--- src/rtl/wb_pkg.sv ---
// Shared Wishbone definitions for the register-bank slaves.
//   wb_slave_state_t : FSM encoding of the classic-cycle slave.
//   WB_BYTE_W        : width of one byte lane.
//   wb_lanes()       : number of byte lanes on a bus of the given width.
package wb_pkg;

    typedef enum logic [1:0] {
        WB_S_IDLE = 2'd0,
        WB_S_WAIT = 2'd1,
        WB_S_RESP = 2'd2
    } wb_slave_state_t;

    localparam int WB_BYTE_W = 8;

    function automatic int wb_lanes(input int data_width);
        return data_width / WB_BYTE_W;
    endfunction

endpackage

--- src/rtl/wb_byte_reg.sv ---
// One DATA_WIDTH register with byte-lane bus writes and a full-width hardware load.
// A bus write in the same cycle as a hardware load wins for the whole register:
// selected lanes take bus data, unselected lanes keep their old value.
// Ports:
//   clk_i      clock
//   rst_i      asynchronous active-low reset, loads RESET_VALUE
//   bus_we_i   bus write commit
//   bus_sel_i  byte-lane enables for the bus write
//   bus_dat_i  bus write data
//   hw_we_i    hardware load strobe
//   hw_dat_i   hardware load data
//   q_o        register contents
module wb_byte_reg
    import wb_pkg::*;
#(
    parameter int                    DATA_WIDTH  = 32,
    parameter logic [DATA_WIDTH-1:0] RESET_VALUE = '0
) (
    input  logic                            clk_i,
    input  logic                            rst_i,
    input  logic                            bus_we_i,
    input  logic [DATA_WIDTH/WB_BYTE_W-1:0] bus_sel_i,
    input  logic [DATA_WIDTH-1:0]           bus_dat_i,
    input  logic                            hw_we_i,
    input  logic [DATA_WIDTH-1:0]           hw_dat_i,
    output logic [DATA_WIDTH-1:0]           q_o
);

    localparam int LANES = wb_lanes(DATA_WIDTH);

    logic [DATA_WIDTH-1:0] val_q;
    logic [DATA_WIDTH-1:0] val_d;

    always_comb begin
        val_d = val_q;
        if (bus_we_i) begin
            for (int b = 0; b < LANES; b++) begin
                if (bus_sel_i[b]) begin
                    val_d[b*WB_BYTE_W +: WB_BYTE_W] = bus_dat_i[b*WB_BYTE_W +: WB_BYTE_W];
                end
            end
        end else if (hw_we_i) begin
            val_d = hw_dat_i;
        end
    end

    always_ff @(posedge clk_i or negedge rst_i) begin
        if (!rst_i) begin
            val_q <= RESET_VALUE;
        end else begin
            val_q <= val_d;
        end
    end

    assign q_o = val_q;

endmodule

--- src/rtl/wb_slave_regfile.sv ---
// Wishbone B4 classic-cycle slave exposing NUM_REGS registers, with byte-lane
// writes, programmable wait states, read-only masking and a hardware update port.
// Handshake: a request is taken in IDLE when cyc_i&stb_i are high at a rising edge;
// after WAIT_STATES wait cycles the slave terminates it for exactly one cycle with
// ack_o (mapped address) or err_o (unmapped), while the master still holds cyc_i&stb_i.
// The master must keep cyc_i high through the edge that ends the response for a write
// to commit; dropping cyc_i before then abandons the transfer silently.
// Ports:
//   clk_i, rst_i        clock, asynchronous active-low reset
//   adr_i, dat_i, sel_i word address, write data, byte-lane enables
//   we_i, stb_i, cyc_i  write enable, strobe, cycle valid
//   dat_o, ack_o, err_o read data, normal and error termination
//   hw_we_i, hw_dat_i   per-register hardware load strobes and data
//   reg_q_o             all register contents, register r at [r*DATA_WIDTH +: DATA_WIDTH]
//   state_o             current FSM state, for debug observation
module wb_slave_regfile
    import wb_pkg::*;
#(
    parameter int                    DATA_WIDTH  = 32,
    parameter int                    ADDR_WIDTH  = 8,
    parameter int                    NUM_REGS    = 8,
    parameter int                    WAIT_STATES = 0,
    parameter logic [DATA_WIDTH-1:0] RESET_VALUE = '0,
    parameter logic [NUM_REGS-1:0]   RO_MASK     = '0
) (
    input  logic                            clk_i,
    input  logic                            rst_i,
    input  logic [ADDR_WIDTH-1:0]           adr_i,
    input  logic [DATA_WIDTH-1:0]           dat_i,
    output logic [DATA_WIDTH-1:0]           dat_o,
    input  logic [DATA_WIDTH/WB_BYTE_W-1:0] sel_i,
    input  logic                            we_i,
    input  logic                            stb_i,
    input  logic                            cyc_i,
    output logic                            ack_o,
    output logic                            err_o,
    input  logic [NUM_REGS-1:0]             hw_we_i,
    input  logic [NUM_REGS*DATA_WIDTH-1:0]  hw_dat_i,
    output logic [NUM_REGS*DATA_WIDTH-1:0]  reg_q_o,
    output wb_slave_state_t                 state_o
);

    localparam int         LANES   = wb_lanes(DATA_WIDTH);
    localparam logic [3:0] WS_LAST = (WAIT_STATES > 0) ? 4'(WAIT_STATES - 1) : 4'd0;

    wb_slave_state_t       state_q, state_d;
    logic [3:0]            cnt_q, cnt_d;
    logic [ADDR_WIDTH-1:0] adr_q, adr_d;
    logic [DATA_WIDTH-1:0] wdat_q, wdat_d;
    logic [LANES-1:0]      sel_q, sel_d;
    logic                  we_q, we_d;
    logic [DATA_WIDTH-1:0] dat_o_q, dat_o_d;

    logic [DATA_WIDTH-1:0] reg_val [NUM_REGS];
    logic                  hit;
    logic                  bus_commit;
    logic [ADDR_WIDTH-1:0] rd_adr;
    logic [DATA_WIDTH-1:0] rd_val;

    assign hit = 32'(adr_q) < 32'(NUM_REGS);

    // With no wait states RESP is entered straight from IDLE, so the read
    // address is the one being captured at that same edge.
    always_comb begin
        rd_adr = (state_q == WB_S_IDLE) ? adr_i : adr_q;
        rd_val = '0;
        for (int r = 0; r < NUM_REGS; r++) begin
            if (rd_adr == ADDR_WIDTH'(r)) begin
                rd_val = reg_val[r];
            end
        end
    end

    always_comb begin
        state_d    = state_q;
        cnt_d      = cnt_q;
        adr_d      = adr_q;
        wdat_d     = wdat_q;
        sel_d      = sel_q;
        we_d       = we_q;
        dat_o_d    = dat_o_q;
        bus_commit = 1'b0;
        case (state_q)
            WB_S_IDLE: begin
                if (cyc_i && stb_i) begin
                    adr_d   = adr_i;
                    wdat_d  = dat_i;
                    sel_d   = sel_i;
                    we_d    = we_i;
                    cnt_d   = 4'd0;
                    state_d = (WAIT_STATES > 0) ? WB_S_WAIT : WB_S_RESP;
                end
            end
            WB_S_WAIT: begin
                if (!cyc_i) begin
                    state_d = WB_S_IDLE;
                end else if (cnt_q == WS_LAST) begin
                    cnt_d   = 4'd0;
                    state_d = WB_S_RESP;
                end else begin
                    cnt_d = cnt_q + 4'd1;
                end
            end
            WB_S_RESP: begin
                state_d    = WB_S_IDLE;
                bus_commit = cyc_i && we_q && hit;
            end
            default: state_d = WB_S_IDLE;
        endcase
        if (state_d == WB_S_RESP && state_q != WB_S_RESP) begin
            dat_o_d = rd_val;
        end
    end

    always_ff @(posedge clk_i or negedge rst_i) begin
        if (!rst_i) begin
            state_q <= WB_S_IDLE;
            cnt_q   <= 4'd0;
            adr_q   <= '0;
            wdat_q  <= '0;
            sel_q   <= '0;
            we_q    <= 1'b0;
            dat_o_q <= '0;
        end else begin
            state_q <= state_d;
            cnt_q   <= cnt_d;
            adr_q   <= adr_d;
            wdat_q  <= wdat_d;
            sel_q   <= sel_d;
            we_q    <= we_d;
            dat_o_q <= dat_o_d;
        end
    end

    for (genvar r = 0; r < NUM_REGS; r++) begin : g_reg
        wb_byte_reg #(
            .DATA_WIDTH (DATA_WIDTH),
            .RESET_VALUE(RESET_VALUE)
        ) u_reg (
            .clk_i    (clk_i),
            .rst_i    (rst_i),
            .bus_we_i (bus_commit && (adr_q == ADDR_WIDTH'(r)) && !RO_MASK[r]),
            .bus_sel_i(sel_q),
            .bus_dat_i(wdat_q),
            .hw_we_i  (hw_we_i[r]),
            .hw_dat_i (hw_dat_i[r*DATA_WIDTH +: DATA_WIDTH]),
            .q_o      (reg_val[r])
        );
        assign reg_q_o[r*DATA_WIDTH +: DATA_WIDTH] = reg_val[r];
    end

    assign dat_o   = dat_o_q;
    assign ack_o   = (state_q == WB_S_RESP) && hit && cyc_i && stb_i;
    assign err_o   = (state_q == WB_S_RESP) && !hit && cyc_i && stb_i;
    assign state_o = state_q;

endmodule

--- config.mk ---
export PLATFORM = sky130hd
export DESIGN_NAME = wb_slave_regfile
export DESIGN_NICKNAME = d
export VERILOG_FILES = /design/src/rtl/wb_pkg.sv /design/src/rtl/wb_byte_reg.sv /design/src/rtl/wb_slave_regfile.sv
export SDC_FILE = /design/constraint.sdc
export NUM_CORES = 1
export LEC_CHECK = 0
export ABC_AREA = 1
export BUFFER_PORTS_ARGS = -buffer_cell sky130_fd_sc_hd__buf_2
export CAP_MARGIN = 20
export CORE_UTILIZATION = 32
export CTS_BUF_LIST = sky130_fd_sc_hd__clkbuf_4
export DETAILED_ROUTE_END_ITERATION = 10
export REMOVE_ABC_BUFFERS = 1
export SETUP_SLACK_MARGIN = 0.1
export SLEW_MARGIN = 10
export SYNTH_ARGS = -nofsm -noshare
export SYNTH_HDL_FRONTEND = slang
export SYNTH_SLANG_ARGS = --single-unit
--- constraint.sdc ---
create_clock -name clk_i -period 2 [get_ports clk_i]
set_input_delay 0.4 -clock clk_i [delete_from_list [all_inputs] [get_ports clk_i]]
set_output_delay 0.4 -clock clk_i [all_outputs]
set_load 0.03 [all_outputs]
# Yosys cells after proc, flatten, opt, wreduce, memory -nomap -nowiden
# Index checks and enable logic that the tools add are counted.
[totals]
ff_bits = 339
input_bits = 313
[op_classes]
n_addsub = 1
magnitude_cmp = 1
n_eq_ne = 52
n_mux = 38
reduce_logical = 66
[op_table]
columns = ["cell", "count"]
rows = [
  ["two-way mux 32 bit", 24],
  ["!= test 2 bit, second input constant", 34],
  ["AND reduction 2 bit", 33],
  ["equality test 8 x 3 -> 1 bit, second input constant", 8],
  ["two-way mux 8 bit", 5],
  ["equality test 8 x 2 -> 1 bit, second input constant", 4],
  ["logical AND 1 bit", 18],
  ["nonzero test 2 bit", 9],
  ["equality test 8 x 1 -> 1 bit, second input constant", 2],
  ["logical NOT 8 bit", 2],
  ["two-way mux 4 bit", 3],
  ["< comparator 8 x 4 -> 1 bit, second input constant", 1],
  ["one-hot mux 4 bit (2 select lines)", 1],
  ["two-way mux 2 bit", 3],
  ["adder 4 x 1 -> 4 bit, second input constant", 1],
  ["equality test 2 bit, second input constant", 2],
  ["logical NOT 4 bit", 1],
  ["one-hot mux 2 bit (2 select lines)", 1],
  ["AND reduction 3 bit", 1],
  ["equality test 2 x 1 -> 1 bit, second input constant", 1],
  ["logical NOT 2 bit", 1],
  ["!= test 2 x 1 -> 1 bit, second input constant", 1],
  ["logical NOT 1 bit", 1],
  ["two-way mux 1 bit", 1],
]

# Longest topological paths before layout
# Gate-level depths: netlist (run 1).
[logic_depth]
ltp_word = 11
depth_mapped = 13
ltp_nobuf = 12

# Modules after synthesis
# From an unflattened synthesis (run 1), not the netlist that was laid out.
[hier_totals]
hier_cells = 2831
hier_area_um2 = 19462.4
[modules_own_cells]
columns = ["module", "n_inst", "cells_per_inst", "area_each_um2", "seq_area_each_um2"]
rows = [
  ["wb_byte_reg", 8, 244, 1734.2, 800.8],
  ["wb_slave_regfile", 1, 879, 5589.1, 2077.0],
]

# Worst setup path before layout (run 1)
# Ideal clock, no wire load.
[synth_timing]
path_kind = "register to output"
start = "reg state_q[1], in the netlist state_o[1]"
end = "out ack_o"
arrival_ns = 1.657
t_required_ns = 1.600
slack_ns = -0.057
stages_incl_launch_ff = 3
n_path_buf = 0
path_cell_list = "dfrtp_1 > inv_2 > nor4_1"
[synth_via]
elab_chain_len = 4
[synth_lines]
columns = ["element", "line_no", "rtl"]
rows = [
  ["start, declared", "wb_slave_regfile.sv:46", "wb_slave_state_t state_q, state_d;"],
  ["start signal, assigned", "wb_slave_regfile.sv:125", "state_q <= state_d;"],
  ["equality test 2 bit", "wb_slave_regfile.sv:153", "assign ack_o = (state_q == WB_S_RESP) && hit && cyc_i && stb_i;"],
  ["logical AND 1 bit (3 in a row)", "wb_slave_regfile.sv:153", ""],
  ["end, declared", "wb_slave_regfile.sv:35", "output logic ack_o,"],
]
# Every way passes these cells.

# Worst setup path after layout (run 1)
[layout_timing]
start = "reg adr_q[5]"
end = "out ack_o"
[layout_via]
elab_chain_len = 4
[layout_lines]
columns = ["element", "line_no", "rtl"]
rows = [
  ["start, declared", "wb_slave_regfile.sv:48", "logic [ADDR_WIDTH-1:0] adr_q, adr_d;"],
  ["start signal, assigned", "wb_slave_regfile.sv:127", "adr_q <= adr_d;"],
  ["< comparator 8 x 4 -> 1 bit", "wb_slave_regfile.sv:60", "assign hit = 32'(adr_q) < 32'(NUM_REGS);"],
  ["logical AND 1 bit (3 in a row)", "wb_slave_regfile.sv:153", ""],
]
# Every way passes these cells.

==> flow_metrics.env, run 1 <==
export IMPL_gr_total_overflow=0
export IMPL_yosys_top_cells_count="nand2_1 (816), dfrtp_1 (339), nor2_1 (301)"
export IMPL_dpl_hpwl_mm=65.3
export IMPL_finalCritPeriodShare_pct=128
export IMPL_async_reset_ff_share_pct=100
export IMPL_hold_slack_ns=0.0707
export IMPL_p_leak_nw=14.7
export IMPL_rsz0062_at_grt="true"
export IMPL_cp_num_buf_inv=4
export IMPL_clk_pin_slew_worst_paths_ns=0.06
export IMPL_path_max_fanout=2
export IMPL_cp_top_family="buffers and inverters"
export IMPL_syn_avg_cell_area_um2=7.34
export IMPL_ys_warnings_count=0
export IMPL_drv_cap=0
export IMPL_clock_sinks=339
export IMPL_instances_no_fill=4215
export IMPL_synth_cells=2368
export IMPL_drc=0
export IMPL_hold_violations=0
export IMPL_die_area_um2=55300
export IMPL_period_needed_ns=2.56
export IMPL_finalSetupViolCount=292
export IMPL_grt_met2_usage_pct=57.0
export IMPL_cts_path_max_buffers=3
export IMPL_yosysSeqAreaShare_pct=48.8
export IMPL_first_pass_iters=6
export IMPL_cts_max_level=3
export IMPL_rows=85
export IMPL_grt_max_degree=83
export IMPL_synth_top_flop_cell="dfrtp_1"
export IMPL_report_final_slew_viol_count=0
export IMPL_vias=23021
export IMPL_initial_utilization_pct=32.4
export IMPL_required_ns=1.60
export IMPL_hp_class="in -> reg"
export IMPL_endpoint_kind="output pin"
export IMPL_met3_usage_pct=7.33
export IMPL_synth_largest_area_cell="dfrtp_1"
export IMPL_dp_cells=3635
export IMPL_clock_root_buffer="clkbuf_4"
export IMPL_grt_met1_usage_pct=43.0
export IMPL_cp_cell_sequence="nor2_2 > buf_4 > nand3_4 > buf_6 > nor4_4 > buf_4 > buf_6"
export IMPL_cts_tree="yes"
export IMPL_nets=3765
export IMPL_synth_area_leaders="dfrtp_1 (49%), nand2_1 (18%), a31oi_1 (8.1%), nor2_1 (6.5%), o21ai_0 (3.9%)"
export IMPL_design_portCount=605
export IMPL_ant_nets=0
export IMPL_power_density_nw_per_um2=656
export IMPL_drive_gt1_share_pct=35.9
export IMPL_grt_pass1_vias=21973
export IMPL_vdd_drop_max_uv=421
export IMPL_critPathSlowestCell="dfrtp_1"
export IMPL_wl_mm=106
export IMPL_syn_area_um2=17400
export IMPL_pre_cts_slack_ns=-0.301
export IMPL_synth_most_common_cell="nand2_1"
export IMPL_via_per_inst=5.46
export IMPL_fillCellCount=4813
export IMPL_dieHeight_um=235
export IMPL_ys_ff_latch=339
export IMPL_grt_pass1_wl_mm=141
export IMPL_arrival_ns=2.16
export IMPL_port_buffers=604
export IMPL_tns_ns=-99.66
export IMPL_power_w=0.0199
export IMPL_status="complete, but fails checks"
export IMPL_max_freq_mhz=391
export IMPL_area_growth_synth_to_final_pct=74.4
export IMPL_gp_congestion=0.937
export IMPL_wl_per_cell_um=25.3
export IMPL_worstSetupStartpointType="register"
export IMPL_synth_top_cell_area_share_pct=48.8
export IMPL_yosysUniqueCellTypes=26
export IMPL_die_w_um=235
export IMPL_grt_busiest_layer="met2"
export IMPL_grt_total_usage_pct=34.8
export IMPL_path_class="reg -> out"
export IMPL_worst_pin_slew_ns=1.15
export IMPL_antenna_found_initial=9
export IMPL_drt_iter0_markers=2240
export IMPL_skew_ns=0.0587
export IMPL_coreArea_um2=53700
export IMPL_fin_ws_ns=-0.561
export IMPL_timing_slew_headroom_pct=23.4
export IMPL_violations="negative setup slack"
export IMPL_synth_edf_count=0
export IMPL_slowest_delay_ns=0.40
export IMPL_clkLatencyLatePin_ns=0.86
export IMPL_numCtsBuffers=97
## routing by layer
metal	vias to the layer above	wire (um)
met5	-	43
met3	385	11200
met4	8	6290
li1	10008	-
met1	10940	40000
met2	1680	48900
## layout by cell type, fill, tap and decap left out, types with 96 or more instances in the layout
cell type	netlist	routed
a31oi_1	224	222
buf_12	0	96
dfrtp_1	339	337
inv_1	116	113
buf_2	50	600
nand2_1	816	694
nor2_1	301	261
dlygate4sd3_1	0	301
clkbuf_4	0	135
nand3_1	133	118
## power by group
part / switching [W] / internal, W
Sequential: 0.000993 / 0.00749
Clock: 0.00324 / 0.00322
Combinational: 0.00303 / 0.00190
## per-stage QoR
stage / area (um^2) / util [%]
floorplan: 16600 / -
global placement: 22600 / 42.0
detailed placement: 22600 / 42.0
CTS: 28100 / 52.4
global route: 30300 / 56.4
finish: 30300 / 56.5
## worst paths after layout
path / cells after the start / slack [ns] / from / end
max in group asynchronous: 3 / 1.11 / rst_i / g_reg[2].u_reg.q_o[17]
min: 6 / 0.07 / hw_dat_i[118] / g_reg[3].u_reg.q_o[22]
min in group asynchronous: 2 / 0.13 / rst_i / adr_q[3]
min reg2reg: 2 / 0.47 / dat_o[2] / dat_o[2]
max reg2reg: 16 / -0.46 / adr_q[5] / g_reg[2].u_reg.q_o[15]
max: 7 / -0.56 / adr_q[5] / ack_o
## cells by family (layout without fill, tap and decap cells)
logic type / count (synthesis) / after routing / share of synthesized area (%)
buf+inv: 296 / 1444 / 6.97
other cells: 0 / 3 / 0
compound gates: 396 / 396 / 13.0
xor+xnor: 2 / 2 / 0.101
fa+ha+maj: 2 / 2 / 0.144
flops: 339 / 339 / 48.8
simple gates: 1333 / 1333 / 31.0
## worst register-to-register path, cell delays in order (launching register included)
cell and delay [ns]:
dfrtp_1 0.40, nor2_2 0.15, buf_4 0.14, nand3_4 0.07, buf_4 0.14, buf_6 0.11
buf_6 0.11, nor2_4 0.12, buf_12 0.16, buf_12 0.13, nand2_8 0.08, clkinv_8 0.15
buf_6 0.11, buf_6 0.12, buf_12 0.15, nand2_2 0.07, a31oi_1 0.16
## cell type report
type / count / area (um^2) / share of cell area (%)
Tap cell: 696 / 871 / 2.87
Inverter: 126 / 571 / 1.88
Clock inverter: 30 / 154 / 0.508
Timing Repair Buffer: 1153 / 10000 / 33.0
Clock buffer: 135 / 1010 / 3.34
Sequential cell: 339 / 8490 / 28.0
Multi-Input combinational cell: 1733 / 9220 / 30.4
Antenna cell: 3 / 7.51 / 0.0248
## flip-flops by register name, indices dropped and copies added (netlist names)
name	flops
dat_o	32
state_o	2
wdat_q	32
we_q	1
adr_q	8
cnt_q	4
sel_q	4
g.u_reg.q_o	256
## what timing repair did
| action | CTS | global route |
|---|---|---|
| endpoints found under the setup margin | 503 | 455 |
| resized for setup | 173 | 326 |
| endpoints found under the hold margin | 611 | 0 |
| setup buffers | 35 | 38 |
| hold buffers | 301 | 0 |
| pin swaps | 23 | 143 |
| cloned | 12 | 31 |
No activity file was read; power rests on OpenSTA's default activity.
==> run 2: changes to the inputs <==
--- a/constraint.sdc
+++ b/constraint.sdc
@@ -3,2 +3,2 @@
 set_output_delay 0.4 -clock clk_i [all_outputs]
-set_load 0.03 [all_outputs]
+set_load 0.1 [all_outputs]
==> flow_metrics.env, run 2 (synthesis gave the netlist of run 1 again) <==
export IMPL_hold_violations=0
export IMPL_hp_class="in -> reg"
export IMPL_drt_iter0_markers=2849
export IMPL_cp_num_buf_inv=4
export IMPL_finalSetupViolCount=255
export IMPL_cts_tree="yes"
export IMPL_path_max_fanout=2
export IMPL_p_sw_share_pct=41.5
export IMPL_final_cell_mix="nand2_1 (722), buf_12 (369), buf_2 (311)"
export IMPL_via_per_inst=5.60
export IMPL_reg2regPathDepth=15
export IMPL_power_w=0.0254
export IMPL_period_needed_ns=2.62
export IMPL_numCtsBuffers=96
export IMPL_pwr_share_seq_pct=33.9
export IMPL_min_from="hw_we_i[2]"
export IMPL_p_switching_w=0.0105
export IMPL_violations="negative setup slack"
export IMPL_layout_commonest_cell="nand2_1"
export IMPL_clk_pin_slew_worst_paths_ns=0.07
export IMPL_drv_cap=0
export IMPL_worstSetupStartpointType="register"
export IMPL_clock_root_buffer="clkbuf_4"
export IMPL_whs_path_depth=5
export IMPL_design_portCount=605
export IMPL_wl_mm=114
export IMPL_grt_total_usage_pct=39.1
export IMPL_gp_congestion=0.936
export IMPL_intPower_w=0.0149
export IMPL_nets=3942
export IMPL_grt_pass1_vias=24765
export IMPL_grt_max_degree=83
export IMPL_cts_path_max_buffers=3
export IMPL_cp_cell_sequence="nor2_2 > buf_4 > nand3_4 > buf_6 > nor4_4 > buf_4 > buf_12"
export IMPL_required_ns=1.60
export IMPL_layout_area_seq_um2=8590
export IMPL_drc=0
export IMPL_dieHeight_um=235
export IMPL_critPathSlowestCell="dfrtp_1"
export IMPL_timing_slew_headroom_pct=67.3
export IMPL_drive_gt1_share_pct=40.4
export IMPL_rsz0062_at_grt="true"
export IMPL_port_buffers=604
export IMPL_worst_pin_slew_ns=0.491
export IMPL_hold_path_endpoint="g_reg[2].u_reg.q_o[6]"
export IMPL_skew_ns=0.0494
export IMPL_report_final_slew_viol_count=0
export IMPL_vdd_drop_max_uv=470
export IMPL_coreArea_um2=53700
export IMPL_gr_total_overflow=0
export IMPL_tns_ns=-22.93
export IMPL_p_leak_nw=16.9
export IMPL_fin_ws_ns=-0.615
export IMPL_arrival_ns=2.22
export IMPL_instances_no_fill=4393
export IMPL_ant_nets=0
export IMPL_finalCritPeriodShare_pct=131
export IMPL_die_w_um=235
export IMPL_r2r_start="state_o[0]"
export IMPL_path_class="reg -> out"
export IMPL_wl_per_cell_um=26.0
export IMPL_dp_cells=3631
export IMPL_cts_max_level=3
export IMPL_power_density_nw_per_um2=718
export IMPL_vias=24587
export IMPL_postLayoutCoreUtil_pct=65.9
export IMPL_dpl_hpwl_mm=65.6
export IMPL_largest_register_ffs=256
export IMPL_r2r_end="dat_o[7]"
export IMPL_r2r_slack_ns=-0.26
export IMPL_antenna_found_initial=9
export IMPL_rows=85
export IMPL_grt_pass1_wl_mm=158
export IMPL_max_freq_mhz=382
export IMPL_combPwrFrac_pct=39.5
export IMPL_p_clk_share_pct=26.6
export IMPL_area_growth_synth_to_final_pct=104
export IMPL_multi_input_area_um2=8770
export IMPL_initial_utilization_pct=32.4
export IMPL_cpMostUsedCell="buf_4"
export IMPL_die_area_um2=55300
export IMPL_slowest_delay_ns=0.39
export IMPL_fillCellCount=3916
export IMPL_clock_sinks=339
export IMPL_status="complete, but fails checks"
export IMPL_endpoint_kind="output pin"
export IMPL_cp_top_family="buffers and inverters"
export IMPL_clkLatencyLatePin_ns=0.88
export IMPL_first_pass_iters=10
==> run 2: changes by cell type in the layout (fill, tap and decap cells not counted), moves of 21 or more <==
cell / change
buf_4: +199
dfrtp_2: +85
buf_12: +273
nand2_1: +28
nand2_8: -28
o21ai_0: +21
dfrtp_1: -85
buf_2: -289
==> run 2: power groups by stage <==
stage / registers (W) / logic, W / clock network, W
after floorplan: 0.0118 / 0.00102 / 0
after global placement: 0.00846 / 0.00658 / 0
after detailed placement: 0.00848 / 0.00662 / 0
after CTS: 0.00857 / 0.00958 / 0.00678
after global routing: 0.00867 / 0.0103 / 0.00719
final: 0.00863 / 0.0100 / 0.00676
==> run 2: layer usage <==
metal	track usage [%]	wire length [um]	share of wire, %	up-vias
met1	45.0	40000	35	11538
met4	27.4	9630	8.4	12
met5	0	81	0.071	-
li1	-	-	-	10330
met3	10.4	12700	11	629
met2	63.2	51700	45	2078
==> run 2: worst min-delay path: cells and delay by family <==
| family | cells | cell delay [ns] |
|---|---|---|
| AO/OA/AOI/OAI | 1 | 0.08 |
| buffers and inverters | 2 | 0.22 |
| AND/OR/NAND/NOR | 2 | 0.22 |
==> run 2: worst max-delay path by stage <==
stage / from / end / depth (start not counted)
finish: adr_q[4] / ack_o / 7
CTS: adr_q[5] / ack_o / 7
global placement: state_o[0] / dat_o[21] / 11
global route: adr_q[4] / ack_o / 7
detailed placement: state_o[0] / dat_o[21] / 13
floorplan: state_o[1] / dat_o[0] / 8
==> run 2: through the flow <==
stage          cell area [um^2]  hold slack (ns)  setup slack, ns
2_1_floorplan             16600            0.104            -4.87
3_3_place_gp              22600            0.350           -0.352
3_5_place_dp              22600            0.355           -0.346
4_1_cts                   34200           0.0166           -0.675
5_1_grt                   35400           0.0643           -0.739
6_report                  35400           0.0889           -0.615
==> run 2: layout make-up <==
class / instances / share of cell area [%]
Timing Repair Buffer: 1330 / 43.5
Multi-Input combinational cell: 1734 / 24.8
Sequential cell: 339 / 24.3
Clock buffer: 142 / 3.01
Tap cell: 696 / 2.46
Inverter: 126 / 1.57
Clock inverter: 25 / 0.435
Antenna cell: 1 / 0.00707
==> run 2: timing repair <==
action,in CTS,in global routing
pin swaps,66,63
gates resized for setup,1427,183
endpoints found under the setup margin,583,602
hold endpoints to repair,640,0
setup buffers,243,16
hold buffers,305,0
gates cloned,16,14
